### src/rtl/rgb888_pkg.sv
`default_nettype none
// rgb888_pkg: shared types and rgb_enable encodings for the RGB888 pixel scheduler.
package rgb888_pkg;

    typedef enum logic [1:0] {
        ST_IDLE      = 2'd0,
        ST_WAIT_LINE = 2'd1,
        ST_ACTIVE    = 2'd2
    } state_t;

    typedef logic [23:0] pixel_t;

    localparam logic [1:0] RGB_EN_NONE    = 2'b00;
    localparam logic [1:0] RGB_EN_ONE     = 2'b01;
    localparam logic [1:0] RGB_EN_TWO     = 2'b11;
    localparam logic [1:0] RGB_EN_ILLEGAL = 2'b10;

endpackage
`default_nettype wire

### src/rtl/rgb888_pixel_scheduler_fifo.sv
`default_nettype none
// pixel_fifo_2w1r: FIFO accepting up to two pixels per cycle and delivering one.
module pixel_fifo_2w1r
    import rgb888_pkg::*;
#(
    parameter int DEPTH = 8
) (
    input  logic                       clock,
    input  logic                       reset,
    input  logic                       flush_i,
    input  logic                       wr_en_i,
    input  logic                       wr_two_i,
    input  pixel_t                     wr_data0_i,
    input  pixel_t                     wr_data1_i,
    input  logic                       rd_en_i,
    output pixel_t                     rd_data_o,
    output logic [$clog2(DEPTH):0]     count_o,
    output logic                       empty_o
);

    localparam int AW = $clog2(DEPTH);
    localparam int CW = AW + 1;

    pixel_t          mem_q [DEPTH];
    logic [AW-1:0]   wptr_q;
    logic [AW-1:0]   rptr_q;
    logic [CW-1:0]   count_q;
    logic [CW-1:0]   wr_n;

    assign wr_n = wr_en_i ? (wr_two_i ? CW'(2) : CW'(1)) : '0;

    always_ff @(posedge clock) begin
        if (reset || flush_i) begin
            wptr_q  <= '0;
            rptr_q  <= '0;
            count_q <= '0;
        end else begin
            if (wr_en_i) begin
                wptr_q <= wptr_q + (wr_two_i ? AW'(2) : AW'(1));
            end
            if (rd_en_i) begin
                rptr_q <= rptr_q + AW'(1);
            end
            count_q <= count_q + wr_n - CW'(rd_en_i);
        end
    end

    // Storage needs no reset: the output is forced to zero whenever the FIFO is empty.
    always_ff @(posedge clock) begin
        if (wr_en_i) begin
            mem_q[wptr_q] <= wr_data0_i;
            if (wr_two_i) begin
                mem_q[wptr_q + AW'(1)] <= wr_data1_i;
            end
        end
    end

    assign empty_o   = (count_q == '0);
    assign count_o   = count_q;
    assign rd_data_o = empty_o ? '0 : mem_q[rptr_q];

endmodule
`default_nettype wire

### src/rtl/rgb888_pixel_scheduler.sv
`default_nettype none
// rgb888_pixel_scheduler: buffers decoded RGB888 pixels per CSI line and tracks
// output coordinates, line length and protocol errors.
module rgb888_pixel_scheduler
    import rgb888_pkg::*;
#(
    parameter int LINE_WIDTH = 640,
    parameter int FIFO_DEPTH = 8
) (
    input  logic        clock,
    input  logic        reset,
    input  logic        frame_start,
    input  logic        line_start,
    input  logic        line_end,
    input  logic [47:0] rgb,
    input  logic [1:0]  rgb_enable,
    output logic        decoder_restart,
    output logic [23:0] pixel,
    output logic        pixel_valid,
    input  logic        pixel_ready,
    output logic [15:0] pixel_x,
    output logic [15:0] pixel_y,
    output logic        pixel_last,
    output logic        overflow,
    output logic        protocol_error,
    output logic        line_length_error
);

    localparam int          CW       = $clog2(FIFO_DEPTH) + 1;
    localparam logic [15:0] LAST_X   = 16'(LINE_WIDTH - 1);
    localparam logic [15:0] LINE_LEN = 16'(LINE_WIDTH);

    state_t        state_q;
    logic [15:0]   cnt_q;
    logic [15:0]   x_q;
    logic [15:0]   y_q;
    logic          restart_q;
    logic          ovf_q;
    logic          perr_q;
    logic          lle_q;

    logic [CW-1:0] fifo_count;
    logic          fifo_empty;
    pixel_t        fifo_head;

    logic          w_xfer;
    logic [1:0]    w_n_in;
    logic          w_active;
    logic [CW-1:0] w_free;
    logic          w_fits;
    logic          w_wr_en;
    logic          w_drop;
    logic [16:0]   w_cnt_sum;
    logic [15:0]   w_cnt_d;

    assign w_xfer   = !fifo_empty && pixel_ready;
    assign w_n_in   = (rgb_enable == RGB_EN_ONE) ? 2'd1 :
                      (rgb_enable == RGB_EN_TWO) ? 2'd2 : 2'd0;
    assign w_active = (state_q == ST_ACTIVE);
    // Free space is judged on occupancy before this cycle's read.
    assign w_free   = CW'(FIFO_DEPTH) - fifo_count;
    assign w_fits   = (CW'(w_n_in) <= w_free);
    assign w_wr_en  = w_active && !frame_start && (w_n_in != 2'd0) && w_fits;
    assign w_drop   = w_active && !frame_start && (w_n_in != 2'd0) && !w_fits;

    // Line input count restarts on a repeated line header and saturates.
    assign w_cnt_sum = {1'b0, (line_start ? 16'd0 : cnt_q)} + 17'(w_n_in);
    assign w_cnt_d   = w_cnt_sum[16] ? 16'hFFFF : w_cnt_sum[15:0];

    pixel_fifo_2w1r #(
        .DEPTH      (FIFO_DEPTH)
    ) u_fifo (
        .clock      (clock),
        .reset      (reset),
        .flush_i    (frame_start),
        .wr_en_i    (w_wr_en),
        .wr_two_i   (rgb_enable == RGB_EN_TWO),
        .wr_data0_i (rgb[23:0]),
        .wr_data1_i (rgb[47:24]),
        .rd_en_i    (w_xfer),
        .rd_data_o  (fifo_head),
        .count_o    (fifo_count),
        .empty_o    (fifo_empty)
    );

    always_ff @(posedge clock) begin
        if (reset) begin
            state_q   <= ST_IDLE;
            cnt_q     <= '0;
            x_q       <= '0;
            y_q       <= '0;
            restart_q <= 1'b0;
            ovf_q     <= 1'b0;
            perr_q    <= 1'b0;
            lle_q     <= 1'b0;
        end else begin
            restart_q <= 1'b0;
            if (w_xfer) begin
                if (x_q == LAST_X) begin
                    x_q <= '0;
                    y_q <= y_q + 16'd1;
                end else begin
                    x_q <= x_q + 16'd1;
                end
            end
            if ((rgb_enable == RGB_EN_ILLEGAL) || ((w_n_in != 2'd0) && !w_active)) begin
                perr_q <= 1'b1;
            end
            if (w_drop) begin
                ovf_q <= 1'b1;
            end
            if (w_active) begin
                cnt_q <= w_cnt_d;
            end
            // frame_start overrides every other control input in the same cycle.
            if (frame_start) begin
                state_q <= ST_WAIT_LINE;
                cnt_q   <= '0;
                x_q     <= '0;
                y_q     <= '0;
            end else begin
                case (state_q)
                    ST_WAIT_LINE: begin
                        if (line_start) begin
                            state_q   <= ST_ACTIVE;
                            cnt_q     <= '0;
                            restart_q <= 1'b1;
                        end
                    end
                    ST_ACTIVE: begin
                        if (line_start) begin
                            lle_q     <= 1'b1;
                            restart_q <= 1'b1;
                        end else if (line_end) begin
                            state_q <= ST_WAIT_LINE;
                            if (cnt_q != LINE_LEN) begin
                                lle_q <= 1'b1;
                            end
                        end
                    end
                    default: ;
                endcase
            end
        end
    end

    assign decoder_restart   = restart_q;
    assign pixel             = fifo_head;
    assign pixel_valid       = !fifo_empty;
    assign pixel_x           = x_q;
    assign pixel_y           = y_q;
    assign pixel_last        = (x_q == LAST_X);
    assign overflow          = ovf_q;
    assign protocol_error    = perr_q;
    assign line_length_error = lle_q;

endmodule
`default_nettype wire

### config.mk
export PLATFORM = sky130hd
export DESIGN_NAME = rgb888_pixel_scheduler
export DESIGN_NICKNAME = d
export VERILOG_FILES = /design/src/rtl/rgb888_pkg.sv /design/src/rtl/rgb888_pixel_scheduler_fifo.sv /design/src/rtl/rgb888_pixel_scheduler.sv
export SDC_FILE = /design/constraint.sdc
export NUM_CORES = 1
export LEC_CHECK = 0
export ABC_AREA = 1
export ABC_CLOCK_PERIOD_IN_PS = 4230
export BUFFER_PORTS_ARGS = -buffer_cell sky130_fd_sc_hd__buf_2
export CORE_MARGIN = 2
export CORE_UTILIZATION = 55
export CTS_CLUSTER_DIAMETER = 200
export DETAILED_ROUTE_END_ITERATION = 7
export GPL_ROUTABILITY_DRIVEN = 0
export PLACE_DENSITY_LB_ADDON = 0.15
export SLEW_MARGIN = 20
export SYNTH_ARGS = -nofsm -noshare
export SYNTH_HDL_FRONTEND = slang
export SYNTH_SLANG_ARGS = --single-unit
### constraint.sdc
create_clock -name clock -period 4.23 [get_ports clock]
set_input_delay 0.6345 -clock clock [delete_from_list [all_inputs] [get_ports clock]]
set_output_delay 0.6345 -clock clock [all_outputs]
set_load 0.005 [all_outputs]
==> flow_metrics.env <==
export IMPL_outcome="complete, no violations"
export IMPL_final_nets=2028
export IMPL_ff2ff_path_depth=12
export IMPL_synth_edff_count=192
export IMPL_cp_end_kind="output port"
export IMPL_first_iter_violations=1216
export IMPL_drt_total_wl_mm=39.8
export IMPL_final_cell_area_mm2=0.0160
export IMPL_num_rows=59
export IMPL_clk_pin_slew_ns=0.06
export IMPL_dieArea_mm2=0.0276
export IMPL_grt_first_pass_wirelength_mm=63.9
export IMPL_cap_viol_max_count=0
export IMPL_via_per_inst=5.51
export IMPL_finalMaxSlewViolations=0
export IMPL_syn_area_mm2=0.0144
export IMPL_final_common_cell="nand2_1"
export IMPL_syn_avg_cell_area_um2=7.56
export IMPL_synth_top_area_share=0.399
export IMPL_io_buffers=117
export IMPL_grt_max_degree=73
export IMPL_vias=12743
export IMPL_h_tree_depth=1
export IMPL_drive_gt1_frac=0.114
export IMPL_maxClockFrequency_ghz=0.293
export IMPL_netlist_instances=1910
export IMPL_async_reset_ff_frac=0
export IMPL_syn2layout_area_growth_pct=10.6
export IMPL_max_slew_margin_rel=0.276
export IMPL_synthTopCellsByArea="edfxtp_1 (40%), nand2_1 (19%), dfxtp_1 (9.3%)"
export IMPL_rsz0062_at_grt="no"
export IMPL_pre_cts_slack_ns=0.919
export IMPL_yosysWarnings=0
export IMPL_final_antenna_net_count=0
export IMPL_post_cts_buffers=0
export IMPL_dp_hpwl_mm=23.6
export IMPL_timing_rr_end="u_fifo.count_o[1]"
export IMPL_seq_area_frac_synth=0.492
export IMPL_arrival_ns=2.78
export IMPL_fin_ws_ns=0.819
export IMPL_die_w_um=166
export IMPL_die_h_um=166
export IMPL_cp_endpoint="pixel[4]"
export IMPL_cts_tree="done"
export IMPL_cts_resized=0
export IMPL_cts_hold_buf=0
export IMPL_setup_tns_ns=0
export IMPL_cts_buffer_depth=3
export IMPL_gr_total_overflow=0
export IMPL_crit_type="flip-flop to output port"
export IMPL_p_per_area_mw_per_mm2=390
export IMPL_core_area_mm2=0.0259
export IMPL_antenna_found_initial=4
export IMPL_drc_errors=0
export IMPL_tightest_slew_ns=1.09
export IMPL_synth_ff_type="edfxtp_1"
export IMPL_grtUsageTotal=0.288
export IMPL_start_util=0.557
export IMPL_clk_insertion_delay_late_ns=0.56
export IMPL_period_share=0.806
export IMPL_p_leak_nw=6.68
export IMPL_min_period_ns=3.41
export IMPL_ys_seq_elements=259
export IMPL_post_drt_wl_per_cell_um=17.2
export IMPL_vdd_drop_max_mv=0.339
export IMPL_firstDrtPassIters=5
export IMPL_hold_viol=0
export IMPL_critPathMaxFanout=45
export IMPL_syn_nets=1987
export IMPL_grt_pass1_vias=12171
export IMPL_setup_violations=0
export IMPL_rrSetupSlack_ns=1.11
export IMPL_worstHoldPathType="primary input to flip-flop"
export IMPL_synth_area_leader_cell="edfxtp_1"
export IMPL_placed_cell_area_mm2=0.0150
export IMPL_root_buffer="clkbuf_16"
export IMPL_cts_sinks=259
export IMPL_design_portCount=118
export IMPL_critical_path_required_ns=3.60
export IMPL_start_kind="flip-flop"
export IMPL_synth_cell_types=36
export IMPL_r2r_start="u_fifo.count_o[0]"
export IMPL_skew_ns=0.0308
export IMPL_final_cell_mix="nand2_1 (731), nor2_1 (270), edfxtp_1 (192)"
export IMPL_cts_made_buffers=28
## worst max-delay path: stages (launching register included)
cell	delay (ns)
dfxtp_4	0.72
inv_2	0.43
buf_4	0.35
o21ai_0	0.18
o21ai_0	0.11
o21ai_0	0.17
a31oi_1	0.08
buf_2	0.16
## cells in the mapped netlist, types with 2 or more instances
cell type / instances
inv_2: 11
buf_6: 16
nand2_1: 731
buf_4: 16
nor3_1: 19
a31oi_1: 28
fa_1: 3
xnor2_1: 5
o21bai_1: 2
nor2_4: 9
buf_1: 14
inv_1: 98
clkbuf_1: 52
nand3b_1: 2
dfxtp_1: 67
nor2_1: 270
o21ai_0: 175
xor2_1: 14
ha_1: 18
edfxtp_1: 192
nand4_1: 16
buf_2: 36
nand3_1: 59
a21oi_1: 45
## worst min-delay path by stage
stage / from / endpoint / slack [ns] / depth (start not counted)
final: reset / protocol_error / 0.32 / 2
after global routing: reset / state_q[0] / 0.32 / 2
after CTS: reset / protocol_error / 0.31 / 2
after detailed placement: protocol_error / protocol_error / 0.44 / 2
after global placement: protocol_error / protocol_error / 0.44 / 2
after floorplan: line_length_error / line_length_error / 0.44 / 2
## sequential cells by signal, indices dropped and copies added, names as in the netlist, named ones only
signal and flops:
u_fifo.mem_q 192, cnt_q 16, pixel_x 16, pixel_y 16, u_fifo.count_o 4, u_fifo.rptr_q 3, u_fifo.wptr_q 3, state_q 2
decoder_restart 1, line_length_error 1, overflow 1, protocol_error 1
## layer usage
layer,wire length [um],part of all wire,global-route usage,up-vias
li1,-,-,-,6248
met1,16400,0.41,0.379,5924
met2,19500,0.49,0.496,503
met3,3040,0.076,0.0379,68
met4,837,0.021,0.0900,0
met5,0,0,0,-
## per-stage QoR
step,util,instances,hold slack (ns),power (mW)
detailed placement,0.578,2256,0.441,3.61
global placement,0.578,2256,0.438,3.60
global route,0.617,2311,0.316,6.48
CTS,0.616,2307,0.306,6.26
finish,0.617,2311,0.323,6.23
floorplan,-,1910,0.441,3.33
## final cells by class
cell class                 instances  area, um2
clock buffer                      38        779
multi-input combinational       1408       6230
inverter                         109        409
timing repair buffer             145        796
sequential                       259       7110
tap                              335        419
fill                            2286       9930
clock inverter                    13        225
antenna                            4       10.0
## where the power goes
part / switching [mW] / internal [mW]
clock network: 1.01 / 1.65
logic: 0.530 / 0.264
registers: 0.0266 / 2.74
total: 1.57 / 4.66
## cells by family (layout without fill, tap and decap cells)
group	Yosys count	count (layout)	share of synthesized area
and+or+nand+nor	1113	1113	0.306
DFF	259	259	0.492
AOI/OAI and AO/OA	255	255	0.0918
buffers and inverters	243	305	0.0787
adders and majority gates	21	21	0.0197
xor gates and xnor gates	19	19	0.0115
other	0	4	0
No activity file was read; power rests on OpenSTA's default activity.
